--- src/rtl/writeback_queue.sv ---
`default_nettype none
// ============================================================================
// writeback_queue : in-order writeback queue with split-phase load fill,
//                   load alignment/extension and a registered RF write port.
// Revision: 1.0
// ============================================================================
module writeback_queue #(
  parameter int REGISTER_WIDTH = 32,
  parameter int REGISTER_DEPTH = 32,
  parameter int QUEUE_DEPTH    = 4,
  localparam int AW = $clog2(REGISTER_DEPTH),
  localparam int OW = $clog2(REGISTER_WIDTH / 8)
) (
  input  logic                      clk,
  input  logic                      rst,
  input  logic                      in_tvalid,
  output logic                      in_tready,
  input  logic [6:0]                in_opcode,
  input  logic [2:0]                in_funct3,
  input  logic [AW-1:0]             in_rd,
  input  logic [REGISTER_WIDTH-1:0] in_alu_result,
  input  logic [REGISTER_WIDTH-1:0] in_branch_target,
  input  logic [OW-1:0]             in_byte_offset,
  input  logic                      mem_rvalid,
  input  logic [REGISTER_WIDTH-1:0] mem_rdata,
  output logic                      reg_write_enable,
  output logic [AW-1:0]             reg_write_address,
  output logic [REGISTER_WIDTH-1:0] reg_write_data,
  output logic [31:0]               retire_count,
  output logic                      resp_error
);
  localparam int QW = $clog2(QUEUE_DEPTH);
  localparam int CW = $clog2(QUEUE_DEPTH + 1);
  localparam logic [CW-1:0] C_FULL = CW'(QUEUE_DEPTH);

  localparam logic [6:0] OP_ARITHMETIC           = 7'b0110011;
  localparam logic [6:0] OP_ARITHMETIC_IMMEDIATE = 7'b0010011;
  localparam logic [6:0] OP_JALR                 = 7'b1100111;
  localparam logic [6:0] OP_LUI                  = 7'b0110111;
  localparam logic [6:0] OP_AUIPC                = 7'b0010111;
  localparam logic [6:0] OP_JAL                  = 7'b1101111;
  localparam logic [6:0] OP_LOAD                 = 7'b0000011;

  // Entry storage
  logic                      writes_q  [QUEUE_DEPTH];
  logic                      writes_d  [QUEUE_DEPTH];
  logic                      is_load_q [QUEUE_DEPTH];
  logic                      is_load_d [QUEUE_DEPTH];
  logic                      done_q    [QUEUE_DEPTH];
  logic                      done_d    [QUEUE_DEPTH];
  logic [AW-1:0]             rd_q      [QUEUE_DEPTH];
  logic [AW-1:0]             rd_d      [QUEUE_DEPTH];
  logic [REGISTER_WIDTH-1:0] result_q  [QUEUE_DEPTH];
  logic [REGISTER_WIDTH-1:0] result_d  [QUEUE_DEPTH];
  logic [2:0]                funct3_q  [QUEUE_DEPTH];
  logic [2:0]                funct3_d  [QUEUE_DEPTH];
  logic [OW-1:0]             offset_q  [QUEUE_DEPTH];
  logic [OW-1:0]             offset_d  [QUEUE_DEPTH];

  logic [QW-1:0]             head_q, head_d, tail_q, tail_d;
  logic [CW-1:0]             count_q, count_d;
  logic                      we_q, we_d;
  logic [AW-1:0]             waddr_q, waddr_d;
  logic [REGISTER_WIDTH-1:0] wdata_q, wdata_d;
  logic [31:0]               retire_count_q, retire_count_d;
  logic                      resp_error_q, resp_error_d;

  logic                      accept, retire, fill, fill_found;
  logic [QW-1:0]             fill_idx, scan_idx;
  logic [REGISTER_WIDTH-1:0] shifted, aligned;

  assign in_tready         = !rst && (count_q < C_FULL);
  assign reg_write_enable  = we_q;
  assign reg_write_address = waddr_q;
  assign reg_write_data    = wdata_q;
  assign retire_count      = retire_count_q;
  assign resp_error        = resp_error_q;

  // Fill pointer: oldest occupied load still waiting for data.
  always_comb begin
    fill_found = 1'b0;
    fill_idx   = head_q;
    scan_idx   = head_q;
    for (int i = QUEUE_DEPTH - 1; i >= 0; i--) begin
      scan_idx = head_q + QW'(i);
      if ((CW'(i) < count_q) && is_load_q[scan_idx] && !done_q[scan_idx]) begin
        fill_found = 1'b1;
        fill_idx   = scan_idx;
      end
    end
  end

  always_comb begin
    shifted = mem_rdata >> {offset_q[fill_idx], 3'b000};
    case (funct3_q[fill_idx])
      3'b000:  aligned = REGISTER_WIDTH'($signed(shifted[7:0]));
      3'b100:  aligned = REGISTER_WIDTH'(shifted[7:0]);
      3'b001:  aligned = REGISTER_WIDTH'($signed(shifted[15:0]));
      3'b101:  aligned = REGISTER_WIDTH'(shifted[15:0]);
      3'b010:  aligned = REGISTER_WIDTH'($signed(shifted[31:0]));
      3'b110:  aligned = (REGISTER_WIDTH == 64) ? REGISTER_WIDTH'(shifted[31:0])
                                                : REGISTER_WIDTH'($signed(shifted[31:0]));
      default: aligned = shifted;
    endcase
  end

  always_comb begin
    writes_d       = writes_q;
    is_load_d      = is_load_q;
    done_d         = done_q;
    rd_d           = rd_q;
    result_d       = result_q;
    funct3_d       = funct3_q;
    offset_d       = offset_q;
    we_d           = 1'b0;
    waddr_d        = waddr_q;
    wdata_d        = wdata_q;
    resp_error_d   = resp_error_q;

    accept = in_tvalid && in_tready;
    retire = (count_q != '0) && done_q[head_q];
    fill   = mem_rvalid && fill_found;

    head_d         = head_q + QW'(retire);
    tail_d         = tail_q + QW'(accept);
    count_d        = count_q + CW'(accept) - CW'(retire);
    retire_count_d = retire_count_q + 32'(retire);

    if (accept) begin
      writes_d[tail_q]  = 1'b1;
      is_load_d[tail_q] = 1'b0;
      done_d[tail_q]    = 1'b1;
      rd_d[tail_q]      = in_rd;
      result_d[tail_q]  = in_alu_result;
      funct3_d[tail_q]  = in_funct3;
      offset_d[tail_q]  = in_byte_offset;
      case (in_opcode)
        OP_ARITHMETIC, OP_ARITHMETIC_IMMEDIATE, OP_JALR, OP_LUI, OP_AUIPC: ;
        OP_JAL:  result_d[tail_q] = in_branch_target;
        OP_LOAD: begin
          is_load_d[tail_q] = 1'b1;
          done_d[tail_q]    = 1'b0;
        end
        default: writes_d[tail_q] = 1'b0;
      endcase
    end

    // A fill never lands on the tail slot: accept requires a free slot.
    if (fill) begin
      result_d[fill_idx] = aligned;
      done_d[fill_idx]   = 1'b1;
    end else if (mem_rvalid) begin
      resp_error_d = 1'b1;
    end

    if (retire && writes_q[head_q] && (rd_q[head_q] != '0)) begin
      we_d    = 1'b1;
      waddr_d = rd_q[head_q];
      wdata_d = result_q[head_q];
    end
  end

  always_ff @(posedge clk) begin
    if (rst) begin
      head_q         <= '0;
      tail_q         <= '0;
      count_q        <= '0;
      we_q           <= 1'b0;
      waddr_q        <= '0;
      wdata_q        <= '0;
      retire_count_q <= '0;
      resp_error_q   <= 1'b0;
    end else begin
      head_q         <= head_d;
      tail_q         <= tail_d;
      count_q        <= count_d;
      we_q           <= we_d;
      waddr_q        <= waddr_d;
      wdata_q        <= wdata_d;
      retire_count_q <= retire_count_d;
      resp_error_q   <= resp_error_d;
    end
  end

  // Payload needs no reset; occupancy is governed by count_q alone.
  always_ff @(posedge clk) begin
    writes_q  <= writes_d;
    is_load_q <= is_load_d;
    done_q    <= done_d;
    rd_q      <= rd_d;
    result_q  <= result_d;
    funct3_q  <= funct3_d;
    offset_q  <= offset_d;
  end

endmodule
`default_nettype wire

--- config.mk ---
export PLATFORM = sky130hd
export DESIGN_NAME = writeback_queue
export DESIGN_NICKNAME = d
export VERILOG_FILES = /design/src/rtl/writeback_queue.sv
export SDC_FILE = /design/constraint.sdc
export NUM_CORES = 1
export LEC_CHECK = 0
export ABC_AREA = 1
export CAP_MARGIN = 20
export CORE_AREA = 2 2 127 221
export CTS_CLUSTER_DIAMETER = 150
export CTS_CLUSTER_SIZE = 20
export DETAILED_ROUTE_END_ITERATION = 12
export DIE_AREA = 0 0 129 223
export GPL_TIMING_DRIVEN = 0
export PLACE_DENSITY_LB_ADDON = 0.15
export SYNTH_ARGS = -nofsm -noshare
export SYNTH_HDL_FRONTEND = slang
export SYNTH_SLANG_ARGS = --single-unit
--- constraint.sdc ---
create_clock -name clk -period 3.1 [get_ports clk]
set_input_delay 0.62 -clock clk [delete_from_list [all_inputs] [get_ports clk]]
set_output_delay 0.62 -clock clk [all_outputs]
set_load 0.02 [all_outputs]
==> impl_metrics.csv <==
group,metric,value,unit
timing,worst_pin_slew,0.856,ns
finish,instances_no_fill,2480,
synth,synthFlopType,"dfxtp_1",
detailed_routing,ant_nets,0,
critical_path,cp-end-kind,"register",
synth,netlist_area,0.0133,mm2
global_routing,grt_max_degree,22,
synth,ys_seq_area_share,42.4,%
floorplanning,die-area,0.0288,mm2
place,place_inst,2421,
floorplanning,initial_core_util,49.1,%
global_routing,grt_pass1_vias,13400,
global_routing,antenna_found_initial,0,
power,internal-power,9.20,mW
global_routing,grt_overflow,0,
critical_path,worst-r2r-setup-slack,0.06,ns
synth,syn_inst,1861,
power,pwr-share-comb,58.6,%
power,p_per_area,1020,mW/mm2
timing,min_period,3.04,ns
finish,nNetsFinal,2230,
global_routing,grt_pass1_wl,71.3,mm
critical_path,required,3.48,ns
floorplanning,rows,80,
clock_network,clockBufferDepth,3,
finish,antennaDiodeCount,0,
synth,synth.net_count,1987,
finish,drive_gt1_share,12.3,%
detailed_routing,drt_first_pass_iters,6,
detailed_routing,drtIter0Drc,1044,
synth,async_flop_share,0,%
timing,relSlewSlack,43.0,%
detailed_routing,wirelength,47.1,mm
clock_network,cts_buffers,16,
finish,syn_to_final_growth,27.4,%
timing,max_freq,0.329,GHz
synth,synthDistinctLibCells,46,
timing,hold_violations,0,
floorplanning,fp.dieW,129,um
power,switching_share,46.9,%
detailed_routing,drc,0,
detailed_routing,post_drt_wl_per_cell,19.0,um
synth,avgSynthCellArea,7.16,um2
floorplanning,ios,189,
critical_path,critPathKind,"reg2reg",
critical_path,crit_arrival,3.42,ns
detailed_routing,viasPerCell,5.54,
power,power_frac_seq,28.7,%
clock_network,htree_levels,1,
run,cap_violations,0,
synth,synth_edf_count,48,
place,io_buffers,188,
clock_network,cts_hold_buf,0,
place,gp_congestion,0.953,
global_routing,grtUsageTotal,31.9,%
clock_network,clk_latency,0.52,ns
power,ir_worst_vdd,0.774,mV
clock_network,cts.clk_slew.worst_paths,0.09,ns
critical_path,path_max_fanout,4,
critical_path,startpoint_type,"register",
clock_network,cts_sinks,258,
timing,slew_viol_final,0,
timing,period_share,98.2,%
timing,setup_tns,0,ns
timing,final-setup-viol-count,0,
clock_network,cts_root_buffer,"clkbuf_16",
power,p_switching,8.11,mW
power,clockPowerShare,12.8,%
floorplanning,core,0.0271,mm2
timing,rsz0062_at_grt,"yes",
hold_path,hold_class,"reg2reg",
synth,ys_seq_elements,258,
floorplanning,die_y,223,um
clock_network,cts_tree,"done",
power,leakagePower,7.53,nW
detailed_routing,vias,13700,
timing,fin_skew,0.0139,ns
synth,ys_warn_count,0,
status,outcome,"finished clean",
place,hpwl,34.7,mm
metal layers:
metal	share of wire, %	wire length [um]	track usage [%]
met5	0	0	0
met3	6.5	3080	3.81
met2	51	24200	58.3
met1	36	17000	34.8
met4	6.1	2850	18.6
metrics by stage:
stage / utilization (%) / area, um2 / power [mW] / hold slack [ns] / worst slack [ns]
after floorplan: - / 13300 / 11.0 / 0.458 / 0.0403
after global placement: 57.8 / 15700 / 13.8 / 0.436 / -0.783
after detailed placement: 57.9 / 15700 / 13.9 / 0.447 / -0.852
after CTS: 60.8 / 16500 / 16.5 / 0.460 / -0.0998
after global routing: 62.6 / 17000 / 18.4 / 0.472 / -0.153
final: 62.6 / 17000 / 17.3 / 0.457 / 0.0572
layout make-up:
| type | instances | area, um2 |
|---|---|---|
| Fill cell | 2480 | 10200 |
| Multi-Input combinational cell | 1298 | 6860 |
| Sequential cell | 258 | 5650 |
| Timing Repair Buffer | 226 | 2220 |
| Inverter | 207 | 808 |
| Buffer | 97 | 499 |
| Clock buffer | 25 | 465 |
| Tap cell | 369 | 462 |
sequential cells by signal (all words and copies together), names as in the netlist, named ones only:
| register | count |
|---|---|
| reg_write_enable | 1 |
| funct3_q | 12 |
| reg_write_address | 5 |
| tail_q | 2 |
| rd_q | 20 |
| done_q | 4 |
| reg_write_data | 32 |
| result_q | 128 |
| retire_count | 32 |
| offset_q | 8 |
| count_q | 3 |
| resp_error | 1 |
| head_q | 2 |
synth_stat cells, types with 4 or more instances:
cell / number / area share, %
or2_2: 54 / 2.5
buf_2: 14 / 0.53
a22oi_1: 5 / 0.28
o211ai_1: 30 / 1.7
ha_1: 8 / 0.75
o22ai_1: 32 / 1.5
a21oi_1: 57 / 2.1
o21ai_0: 134 / 5.0
nand4_1: 6 / 0.28
nor4_1: 9 / 0.42
clkbuf_1: 72 / 2.0
nand2_2: 18 / 0.85
nor2_1: 71 / 2.0
dfxtp_1: 210 / 32
buf_1: 5 / 0.14
xnor2_1: 4 / 0.26
nand2_1: 570 / 16
nor3_1: 9 / 0.34
inv_1: 194 / 5.5
nand2_4: 5 / 0.42
edfxtp_1: 48 / 11
nand3_4: 14 / 1.8
nor3b_1: 5 / 0.28
o21ai_1: 29 / 1.1
buf_6: 4 / 0.34
nand3_1: 178 / 6.7
a221oi_1: 34 / 2.2
inv_2: 11 / 0.31
logic make-up (layout without fill, tap and decap cells):
kind of cell,count (synthesis),after routing,synth area share [%]
adder cells (fa/ha/maj),9,9,0.902
buffers and inverters,305,555,9.21
AO/OA/AOI/OAI,332,332,14.6
XOR/XNOR,7,7,0.460
flip-flops,258,258,42.4
AND/OR/NAND/NOR,950,950,32.5
cell usage in the layout (no fill, tap or decap), types with 11 or more instances in the layout:
cell type        instances
buf_4                   30
nand2_1                558
o22ai_1                 32
inv_2                   13
nand2_4                 15
edfxtp_1                48
dfxtp_1                206
clkbuf_1                70
clkdlybuf4s50_1        188
a21oi_1                 56
or2_2                   54
nor2_1                  60
o21ai_1                 29
a221oi_1                34
buf_2                   11
clkbuf_16               19
nand2_2                 19
nand3_1                169
o211ai_1                30
o21ai_0                127
inv_1                  189
nand3_4                 18
power by group through the flow:
stage | Clock, mW | Combinational (mW) | Sequential, mW
finish | 2.21 | 10.1 | 4.96
global placement | 0 | 8.82 | 4.97
detailed placement | 0 | 8.91 | 5.00
floorplan | 0 | 5.80 | 5.16
global route | 2.32 | 11.0 | 5.05
CTS | 2.22 | 9.29 | 4.94
worst max-delay path, stage by stage (launching register included):
cell and delay, ns:
dfxtp_4 0.37, buf_8 0.13, nand2_4 0.06, nand2_4 0.05, o21ai_4 0.15, inv_2 0.06, a31oi_4 0.18, ha_4 0.19
nand3_4 0.09, nor2_4 0.14, nand3_4 0.09, nor4_4 0.32, nand4_1 0.16, buf_6 0.17, nor2_4 0.10, inv_2 0.05
nor2_4 0.13, nand4_1 0.11, nor2_2 0.15, nand2_1 0.05, nor3b_2 0.14
path summary, 6_finish.rpt:
| check | cells after the start | from | to |
|---|---|---|---|
| min reg2reg | 2 | resp_error$_SDFFE_PP0P_ | resp_error$_SDFFE_PP0P_ |
| max reg2reg | 20 | head_q[0]$_SDFF_PP0_ | retire_count[31]$_SDFF_PP0_ |
| min | 2 | resp_error$_SDFFE_PP0P_ | resp_error$_SDFFE_PP0P_ |
| max | 20 | head_q[0]$_SDFF_PP0_ | retire_count[31]$_SDFF_PP0_ |
what timing repair did:
item                       4_1_cts  5_1_grt
setup buffers                   10       23
cloned                           0        2
pin swaps                       16       31
setup endpoints to repair      181      178
gates resized for setup         67       73
Note: power is estimated with default switching activity, not from simulation.
==> RTL edit: new RTL, same settings <==
Register the output `retire_count` once more, with the module's reset; this adds one clock of latency there. The other outputs are not delayed to match.
--- a/src/rtl/writeback_queue.sv
+++ b/src/rtl/writeback_queue.sv
@@ -73,7 +73,13 @@
   assign reg_write_enable  = we_q;
   assign reg_write_address = waddr_q;
   assign reg_write_data    = wdata_q;
-  assign retire_count      = retire_count_q;
+  always_ff @(posedge clk) begin
+    if (rst) begin
+      retire_count <= '0;
+    end else begin
+      retire_count <= retire_count_q;
+    end
+  end
   assign resp_error        = resp_error_q;
 
   // Fill pointer: oldest occupied load still waiting for data.
Formal check against the unedited RTL: not equivalent (a bounded check fails within 4 cycles, from zero or initial values and one cycle with rst high).
==> RTL edit against the unedited design <==
The run now ends with setup timing left; sequential cell count increased by 32; area after synthesis grew 5.0%; sequential share of layout area is 0.70 points higher; power up 13%; final area up 9.0%; worst setup slack got worse by 180 ps; wire length grew 8.7%; count of clock-buffer cells in the layout is the same; core utilization rose by 5.6 points; critical path type unchanged.
==> RTL edit: results (changes against the unedited design) <==
final_layout:
  buffers: 383  # +19%
  num-fill-cells: 2281  # -8.0%
  seq_area_share_pct: 34.0  # +0.70 points
  buf_share_pct: 18.0  # +2.0 points
  clk_share_pct: 2.75  # +0.011 points
  fin_nets: 2349  # +5.3%
  top_register: "result_q"
  num-nonclk-inverters: 213  # +2.9%
power_and_ir_drop:
  seq_cell_power_mw: 5.37  # +8.3%
  peakVddDrop_mv: 0.854  # +10%
  power_leakage_nw: 8.22  # +9.1%
  pwr-share-clk_pct: 12.6  # -0.2 points
  intPower_mw: 10.3  # +12%
timing:
  setup_slack_ps: -119  # -176 ps
  setup_viol_count_final: 12  # +12
  fin_setup_tns_ps: -813  # -813 ps
  relSlewSlack_pct: 31.5  # -11 points
place:
  dp_cells: 2485  # +2.6%
  portBuffers: 187  # -0.53%
  dp_hpwl_um: 35700  # +2.7%
  gp_congestion: 0.987  # +3.6%
  dpl_cell_area_um2: 16400  # +4.4%
outcome:
  violations: "setup timing"
  status: "finished, violations left"
global_route:
  grtUsageTotal_pct: 34.4  # +2.5 points
  antenna_found_initial: 0  # unchanged
  grt_pass1_wl_um: 76600  # +7.4%
synthesis:
  synth_area_leaders: "dfxtp_1, nand2_1, edfxtp_1"
  syn-instance-count: 1925  # +3.4%
  ys_types: 44  # -4.3%
  syn_nets: 2051  # +3.2%
  yosys.area_share.adder_pct: 0.859  # -0.043 points
  synth_common_cells: "nand2_1, dfxtp_1, inv_1"
  synth-compound-area-share_pct: 14.1  # -0.51 points
  ys_seq_area_share_pct: 45.0  # +2.6 points
  muxShareOfSynthArea_pct: 0  # unchanged
setup_path:
  slowest_delay_ps: 380
  arrival_ps: 3640  # +220 ps
cts:
  insertion_delay_ps: 540  # +20 ps
  cts_buffer_depth: 3  # unchanged
  post_cts_buffers: 60  # +50
  clock_sinks: 290  # +12%
route:
  avgViaCountPerCell: 5.66  # +2.1%
  post_drt_wl_per_cell_um: 19.7  # +3.8%
  wl_um: 51200  # +8.7%
worst_hold_path:
  min_path_type: "reg -> reg"
RTL edit: routing by layer:
layer / share of wire (%) / vias up / global-route usage (%)
li1: - / 6880 / -
met1: 35 / 6798 / 38.5
met2: 51 / 800 / 61.1
met3: 7.6 / 218 / 4.00
met4: 6.5 / 0 / 21.7
met5: 0 / - / 0
RTL edit: final timing paths:
check	start	to	slack, ps	cells past startpoint
hold reg to reg	resp_error	resp_error	450	2
setup reg to reg	head_q[0]	retire_count_q[21]	-120	26
hold / removal	resp_error	resp_error	450	2
setup / recovery	head_q[0]	retire_count_q[21]	-120	26
RTL edit: per-stage QoR:
step | total power [mW] | setup slack [ps] | utilization, %
floorplan | 11.6 | -30.6 | -
global placement | 14.7 | -823 | 60.2
detailed placement | 14.9 | -835 | 60.4
CTS | 17.7 | -191 | 64.9
global route | 20.6 | -293 | 68.2
finish | 19.6 | -119 | 68.2
